===== src/rtl/cfg_frame_pkg.sv =====
// Shared types and helpers for the configuration frame writer.
// Checksum trailer support is enabled by defining CFG_FRAME_CHECKSUM_EN.
package cfg_frame_pkg;

    typedef enum logic [2:0] {
        S_IDLE,
        S_DATA,
        S_CHK,
        S_SETUP,
        S_STROBE,
        S_HOLD
    } state_t;

    localparam logic [7:0] HDR_MARKER = 8'hFA;

    localparam int HDR_MARK_LSB = 24;
    localparam int HDR_COL_LSB  = 16;
    localparam int HDR_FRM_LSB  = 8;

    function automatic int strobe_index(
        input int col,
        input int frame,
        input int frames_per_col
    );
        return col * frames_per_col + frame;
    endfunction

endpackage


===== src/rtl/cfg_strobe_decoder.sv =====
// Registered one-hot decoder from {column, frame, fire} to FrameStrobe.
// Output is all-zero unless fire and valid are both high for a cycle.
module cfg_strobe_decoder
    import cfg_frame_pkg::*;
#(
    parameter int NumCols         = 10,
    parameter int MaxFramesPerCol = 20
) (
    input  logic                               clk,
    input  logic                               rst,
    input  logic [7:0]                         col,
    input  logic [7:0]                         frame,
    input  logic                               fire,
    input  logic                               valid,
    output logic [NumCols*MaxFramesPerCol-1:0] strobe
);

    localparam int N  = NumCols * MaxFramesPerCol;
    localparam int IW = $clog2(N);

    logic [IW-1:0] idx;

    assign idx = IW'(strobe_index(int'(col), int'(frame), MaxFramesPerCol));

    always_ff @(posedge clk or posedge rst) begin
        if (rst) begin
            strobe <= '0;
        end else begin
            strobe <= '0;
            if (fire && valid) begin
                strobe[idx] <= 1'b1;
            end
        end
    end

endmodule


===== src/rtl/config_frame_writer.sv =====
// Bitstream word stream to FrameData/FrameStrobe frame writer.
// Optional checksum trailer word: define CFG_FRAME_CHECKSUM_EN.
module config_frame_writer
    import cfg_frame_pkg::*;
#(
    parameter int FrameBitsPerRow = 32,
    parameter int MaxFramesPerCol = 20,
    parameter int NumRows         = 16,
    parameter int NumCols         = 10
) (
    input  logic                                UserCLK,
    input  logic                                reset,
    input  logic [FrameBitsPerRow-1:0]          word_i,
    input  logic                                word_valid_i,
    output logic                                word_ready_o,
    output logic [NumRows*FrameBitsPerRow-1:0]  FrameData,
    output logic [NumCols*MaxFramesPerCol-1:0]  FrameStrobe,
    output logic                                busy_o,
    output logic                                err_o,
    output logic [15:0]                         frames_written_o
);

    localparam int RW = $clog2(NumRows);
    localparam logic [RW-1:0] LAST_ROW = RW'(NumRows - 1);

    typedef logic [NumRows-1:0][FrameBitsPerRow-1:0] rows_t;

    state_t        state;
    logic [RW-1:0] row;
    logic [7:0]    col_q;
    logic [7:0]    frm_q;
    logic          pkt_ok;
    rows_t         shadow;
    rows_t         shadow_nxt;
    rows_t         frame_q;
    logic          accept;
    logic          fire;
    logic [7:0]    hdr_mark;
    logic [7:0]    hdr_col;
    logic [7:0]    hdr_frm;
`ifdef CFG_FRAME_CHECKSUM_EN
    logic [FrameBitsPerRow-1:0] chk_acc;
`endif

    assign word_ready_o = (state == S_IDLE) || (state == S_DATA) ||
                          (state == S_CHK);
    assign busy_o       = (state != S_IDLE);
    assign accept       = word_valid_i && word_ready_o;
    assign fire         = (state == S_SETUP);
    assign FrameData    = frame_q;

    assign hdr_mark = word_i[HDR_MARK_LSB +: 8];
    assign hdr_col  = word_i[HDR_COL_LSB +: 8];
    assign hdr_frm  = word_i[HDR_FRM_LSB +: 8];

    // Shadow including the word being accepted, so the last row can go
    // straight into FrameData on the DATA->SETUP edge.
    always_comb begin
        shadow_nxt = shadow;
        if (state == S_DATA && accept) begin
            shadow_nxt[row] = word_i;
        end
    end

    always_ff @(posedge UserCLK or posedge reset) begin
        if (reset) begin
            state            <= S_IDLE;
            row              <= '0;
            col_q            <= '0;
            frm_q            <= '0;
            pkt_ok           <= 1'b0;
            shadow           <= '0;
            frame_q          <= '0;
            err_o            <= 1'b0;
            frames_written_o <= '0;
`ifdef CFG_FRAME_CHECKSUM_EN
            chk_acc          <= '0;
`endif
        end else begin
            case (state)
                S_IDLE: begin
                    if (accept) begin
                        if (hdr_mark != HDR_MARKER) begin
                            err_o <= 1'b1;
                        end else begin
                            col_q <= hdr_col;
                            frm_q <= hdr_frm;
                            row   <= '0;
                            state <= S_DATA;
`ifdef CFG_FRAME_CHECKSUM_EN
                            chk_acc <= '0;
`endif
                            if (int'(hdr_col) >= NumCols ||
                                int'(hdr_frm) >= MaxFramesPerCol) begin
                                pkt_ok <= 1'b0;
                                err_o  <= 1'b1;
                            end else begin
                                pkt_ok <= 1'b1;
                            end
                        end
                    end
                end
                S_DATA: begin
                    if (accept) begin
                        shadow <= shadow_nxt;
                        row    <= row + 1'b1;
`ifdef CFG_FRAME_CHECKSUM_EN
                        chk_acc <= chk_acc ^ word_i;
                        if (row == LAST_ROW) begin
                            state <= S_CHK;
                        end
`else
                        if (row == LAST_ROW) begin
                            frame_q <= shadow_nxt;
                            state   <= S_SETUP;
                        end
`endif
                    end
                end
`ifdef CFG_FRAME_CHECKSUM_EN
                S_CHK: begin
                    if (accept) begin
                        if (word_i != chk_acc) begin
                            err_o  <= 1'b1;
                            pkt_ok <= 1'b0;
                        end
                        frame_q <= shadow;
                        state   <= S_SETUP;
                    end
                end
`endif
                S_SETUP: begin
                    if (pkt_ok) begin
                        frames_written_o <= frames_written_o + 16'd1;
                    end
                    state <= S_STROBE;
                end
                S_STROBE: state <= S_HOLD;
                S_HOLD:   state <= S_IDLE;
                default:  state <= S_IDLE;
            endcase
        end
    end

    cfg_strobe_decoder #(
        .NumCols         (NumCols),
        .MaxFramesPerCol (MaxFramesPerCol)
    ) u_dec (
        .clk    (UserCLK),
        .rst    (reset),
        .col    (col_q),
        .frame  (frm_q),
        .fire   (fire),
        .valid  (pkt_ok),
        .strobe (FrameStrobe)
    );

endmodule


===== config.mk =====
export PLATFORM = sky130hd
export DESIGN_NAME = config_frame_writer
export DESIGN_NICKNAME = d
export VERILOG_FILES = /design/src/rtl/cfg_frame_pkg.sv /design/src/rtl/cfg_strobe_decoder.sv /design/src/rtl/config_frame_writer.sv
export SDC_FILE = /design/constraint.sdc
export NUM_CORES = 2
export LEC_CHECK = 0
export CAP_MARGIN = 10
export CORE_MARGIN = 4
export CORE_UTILIZATION = 53
export DETAILED_ROUTE_END_ITERATION = 12
export GPL_ROUTABILITY_DRIVEN = 0
export GPL_TIMING_DRIVEN = 1
export PLACE_DENSITY = 0.8
export SYNTH_ARGS = -nofsm -noshare
export SYNTH_HDL_FRONTEND = slang
export SYNTH_SLANG_ARGS = --single-unit

===== constraint.sdc =====
create_clock -name UserCLK -period 51.9 [get_ports UserCLK]
set_input_delay 7.785 -clock UserCLK [delete_from_list [all_inputs] [get_ports UserCLK]]
set_output_delay 7.785 -clock UserCLK [all_outputs]
set_load 0.01 [all_outputs]

Yosys cells after proc, flatten, opt, wreduce, memory -nomap -nowiden
Index checks and enable logic that the tools add are counted.
- word-level logic and storage cells: 99
- register bits after elaboration: 1265
- multipliers: 1
- bitwise logic cells: 1
- $add $sub $neg: 3
- $lt $le $gt $ge: 6
- multiplexer cells: 19
- eq/ne operators: 10
- reductions and logical operators: 19
- operator list (cell ; number):
    512-bit bitwise mux ; 1
    512-bit two-way mux ; 1
    200-bit two-way mux ; 1
    32-bit demux with 4-bit select ; 1
    32-bit two-way mux ; 1
    16-bit by 1-bit adder with 16-bit output, second input constant ; 1
    3-bit two-way mux ; 4
    4-bit two-way mux ; 3
    3-bit one-hot mux with 4 select lines ; 1
    8-bit by 9-bit < comparator with 1-bit output, second input constant ; 1
    3-bit AND reduction ; 3
    8-bit adder ; 1
    1-bit demux with 8-bit select ; 1
    8-bit by 1-bit greater-or-equal comparator with 1-bit output, second input constant ; 1
    8-bit by 4-bit greater-or-equal comparator with 1-bit output, second input constant ; 1
    8-bit by 5-bit greater-or-equal comparator with 1-bit output, second input constant ; 1
    8-bit by 3-bit multiplier with 6-bit output, second input constant ; 1
    8-bit inequality test, second input constant ; 1
    4-bit one-hot mux with 2 select lines ; 1
    4-bit AND reduction ; 2
    3-bit by 2-bit equality test with 1-bit output, second input constant ; 2
    2-bit inequality test, second input constant ; 3
    1-bit logical AND ; 5
    4-bit by 5-bit < comparator with 1-bit output, second input constant ; 1
    13 further kinds ; 20

Depth between registers and ports, before layout
- depth after elaboration: 7
- gate-level depth with buffers: 13

By module
A second synthesis with hierarchy kept.
- cell total of the unflattened synthesis: 4156
- area, all modules: 44466.4 um2
- modules (own cells, without submodules) (module ; area an instance (um2) ; instances ; cells an instance):
    config_frame_writer ; 37283.3 ; 1 ; 3555
    cfg_strobe_decoder ; 7183.1 ; 1 ; 601

Worst setup path before layout
Ideal clock, no wire load.
- path kind: input port to flip-flop
- start point: input port word_valid_i
- end point: register frame_q, in the netlist FrameData[159]
- data arrival time: 9196 ps
- path slack: 42579 ps
- stages: 7
- required time: 51775 ps
- cells stage by stage: and4bb_1 > and2_1 > nand3_2 > inv_2 > buf_2 > buf_2 > mux2_2
- word-level cells in the longest chain between the ends: 3
- elaborated cells between the ends (all ways): 4
- classes of those cells: mux: 1; reduce/logical: 3
- RTL lines (item ; line ; text):
    start: declaration ; config_frame_writer.sv:14 ; input logic word_valid_i,
    1-bit logical AND * ; config_frame_writer.sv:48 ; assign accept = word_valid_i && word_ready_o;
    1-bit logical AND ; config_frame_writer.sv:60 ; if (state == S_DATA && accept) begin
    512-bit two-way mux ; config_frame_writer.sv:60 ;
    end signal: assignment ; config_frame_writer.sv:114 ; frame_q <= shadow_nxt;
    end: declaration ; config_frame_writer.sv:35 ; rows_t frame_q;
Mark *: on every way between the ends. The rest lies on a longest branch, timed or not.
A chain may end at the register's enable or synchronous reset.

Worst setup path after layout
- start point: input port word_valid_i
- end point: register frame_q, in the netlist FrameData[347]
Same word-level chain as after synthesis.

==> out/metrics.csv <==
stage,metric,value,unit
timing,fin crit share,23.44,%
global_route,total congestion overflow,0,
clock_network,CTS root buf,clkbuf_16,
critical_path,CP Class,input pin to flip-flop,
clock_network,Num CTS Buffers,118,
place,PortBufs,765,
power_and_ir_drop,maximum VDD drop,28.88,µV
final_layout,post-route design area,58020,µm²
timing,Hold Slack,0.4440,ns
yosys,post-synthesis compound-gate area fraction,0.4139,%
final_layout,Area Overhead vs Synth,27.94,%
yosys,register area share after synthesis,67.93,%
routing,total number of vias,28030,
final_layout,share of layout cells above drive strength 1,27.88,%
final_layout,most frequent cells in the layout,"dfrtp_1 (1,231), mux2_2 (818), clkdlybuf4s50_1 (761)",
clock_network,cts hold-fix bufs,0,
critical_path,WP data arrival,12.74,ns
clock_network,post-CTS sizing,0,
floorplanning,Die W,300.5,µm
critical_path,CP startpoint,word_valid_i,
clock_network,clk slew on worst S/H paths,0.06,ns
yosys,adder-cell share of the synthesized area,0.4746,%
routing,DRC,0,
floorplanning,die height,300.5,µm
clock_network,H-tree Lvls,3,
global_route,vias in the first global route,29350,
floorplanning,Initial Util,53.34,%
final_layout,# nets final,3866,
power_and_ir_drop,Logic pwr share,5.8,%
yosys,"Cell Area, Synth",45350,µm²
floorplanning,Top-Level Pins,766,
place,"Cell Area, Placed",53980,µm²
min_path,Hold Crit Class,flip-flop to flip-flop,
power_and_ir_drop,internal power,1.527,mW
timing,Fin Setup TNS,0,ns
min_path,worst hold start,shadow[110]$_DFFE_PP0P_,
routing,Via-to-Cell Ratio,5.539,
critical_path,CP max-delay cell,buf_4,
timing,Final Max Tran Viols,0,
floorplanning,# rows,107,
global_route,largest net degree at the start of global routing,185,
floorplanning,core area,85010,µm²
yosys,mux cell area share after synthesis,21.78,%
clock_network,# clock sinks,1231,
global_route,initial antenna violation count,7,
floorplanning,die area,90300,µm²
yosys,number of distinct library cells after synthesis,49,
clock_network,Setup Buffers After CTS,0,
power_and_ir_drop,PwrDens,34.39,nW/µm²
yosys,XOR/XNOR Fraction of Synth Area,0.5849,%
yosys,Post-synth ARST share,100.0,%
timing,Max Fclk,0.08222,GHz
final_layout,"most common cell after layout, fill and taps aside",dfrtp_1,
critical_path,CP cell instances,clkdlybuf4s50_1 -> and4bb_1 -> and2_1 -> nand3_4 -> inv_8 -> buf_12 -> buf_4 -> mux2_2,
power_and_ir_drop,Psw,0.4681,mW
routing,wire per inst,25.47,µm
yosys,Syn Inst Count,3095,
power_and_ir_drop,leakage,28.60,nW
global_route,first-pass GRT wire length,192.1,mm
flow_run,max capacitance violation total,0,
timing,Slew HR,15.75,%
place,hpwl dp,81.99,mm
yosys,Synth Area in Simple Gates,6.627,%
yosys,main flop type after synthesis,dfrtp_1,
routing,Post-DRT Antenna Nets,0,
critical_path,CP Data Required Time,52.48,ns
routing,first-iteration detailed-routing DRC count,2069,
power_and_ir_drop,total power draw,1.995,mW
global_route,Total Routing Usage GR,28.38,%
yosys,Mapped Avg Cell Area,14.65,µm²
clock_network,CTS tree,yes,
yosys,syn_nets,3146,
yosys,number of synthesis warnings,0,
critical_path,RR Startpoint,state[0]$_DFFE_PP0P_,
timing,RSZ-0062 raised after global routing,false,
critical_path,Crit. End Element,flip-flop,
power_and_ir_drop,switch share,23.46,%
critical_path,crit path launch type,input pin,
power_and_ir_drop,Clock Power Share,44.1,%
power_and_ir_drop,Seq pwr share,50.1,%
yosys,largest family of logic cells by synthesized area,multiplexers,
critical_path,"Largest stage delay, worst path",0.87,ns
clock_network,Clock Latency Late Sink,0.70,ns
routing,Detailed Routing Iterations Pass 1,5,
status,status,"complete, no violations",
routing,Post-Route WL,128.9,mm
yosys,synthesis-stage register bit count,1231,
timing,Setup Skew,0.04020,ns
timing,worst-margin pin slew,1.261,ns
timing,Final min period,12.16,ns
clock_network,Clock Tree Buf Depth,3,
yosys,"EDFF count, synth",0,
timing,final hold vios,0,
critical_path,crit-path max FO,182,
timing,# setup viols final,0,
==> stage by stage <==
stage	utilization [%]	setup slack (ns)	instances
finish	68.24	39.74	5060
global route	68.23	39.27	5057
CTS	68.23	39.82	5057
detailed placement	63.50	39.07	4839
global placement	63.50	39.15	4839
floorplan	-	9.429	3095
==> cell usage after synthesis (14+ instances only) <==
cell,instances,area (µm²)
dfrtp_1,1231,30800
nand2_1,416,1562
nor3_1,167,835.8
nand3_1,16,80.08
clkbuf_1,91,341.6
ha_1,14,175.2
nor4_1,25,156.4
mux2_1,58,653.1
buf_2,111,555.5
mux2_2,818,9211
nor2_1,27,101.4
xnor2_1,15,131.4
==> logic make-up after synthesis <==
group                      count (synthesis)
and+or+nand+nor                          690
DFF                                     1231
buffers and inverters                    227
AOI/OAI and AO/OA                         27
adders and majority gates                 16
xor gates and xnor gates                  27
muxes                                    877
==> flip-flops by register name, summed over array words and instances, names as in the netlist <==
signal            flops
u_dec.strobe        200
shadow              480
state                 3
row                   4
pkt_ok                1
FrameData           512
col_q                 6
err_o                 1
frm_q                 8
frames_written_o     16
==> worst max-delay path: cells and delay by family <==
family	cells	cell delay, ns
AND/OR/NAND/NOR	3	1.22
buffers and inverters	4	2.80
multiplexers	1	0.43
==> cell type report <==
| type | count | area, µm² |
|---|---|---|
| Sequential cell | 1231 | 30800 |
| Inverter | 14 | 67.56 |
| Clock buffer | 170 | 3448 |
| Antenna cell | 3 | 7.507 |
| Tap cell | 1144 | 1431 |
| Clock inverter | 48 | 576.8 |
| Multi-Input combinational cell | 1637 | 13630 |
| Fill cell | 5684 | 27000 |
| Timing Repair Buffer | 813 | 8048 |
==> final timing paths <==
path / endpoint / slack [ns] / depth (start not counted)
min: FrameData[110]$_DFFE_PP0P_ / 0.44 / 2
max: FrameData[347]$_DFFE_PP0P_ / 39.74 / 8
min in group asynchronous: shadow[423]$_DFFE_PP0P_ / 7.69 / 2
max in group asynchronous: shadow[371]$_DFFE_PP0P_ / 39.95 / 6
max reg2reg: FrameData[347]$_DFFE_PP0P_ / 46.69 / 7
min reg2reg: FrameData[110]$_DFFE_PP0P_ / 0.44 / 2
==> routing by layer <==
metal | GRT usage, % | wire, µm
met2 | 48.09 | 64270
met5 | 0 | 0
met3 | 6.842 | 9302
met1 | 36.68 | 51330
met4 | 8.519 | 3990
==> power groups by stage <==
stage	sequential (mW)	clock (mW)	combinational, mW
floorplan	1.02	0	0.0788
global placement	1.02	0	0.112
detailed placement	1.02	0	0.115
CTS	1.00	0.892	0.116
global route	1.00	0.933	0.126
finish	1.00	0.880	0.115
No activity file was read; power rests on OpenSTA's default activity.
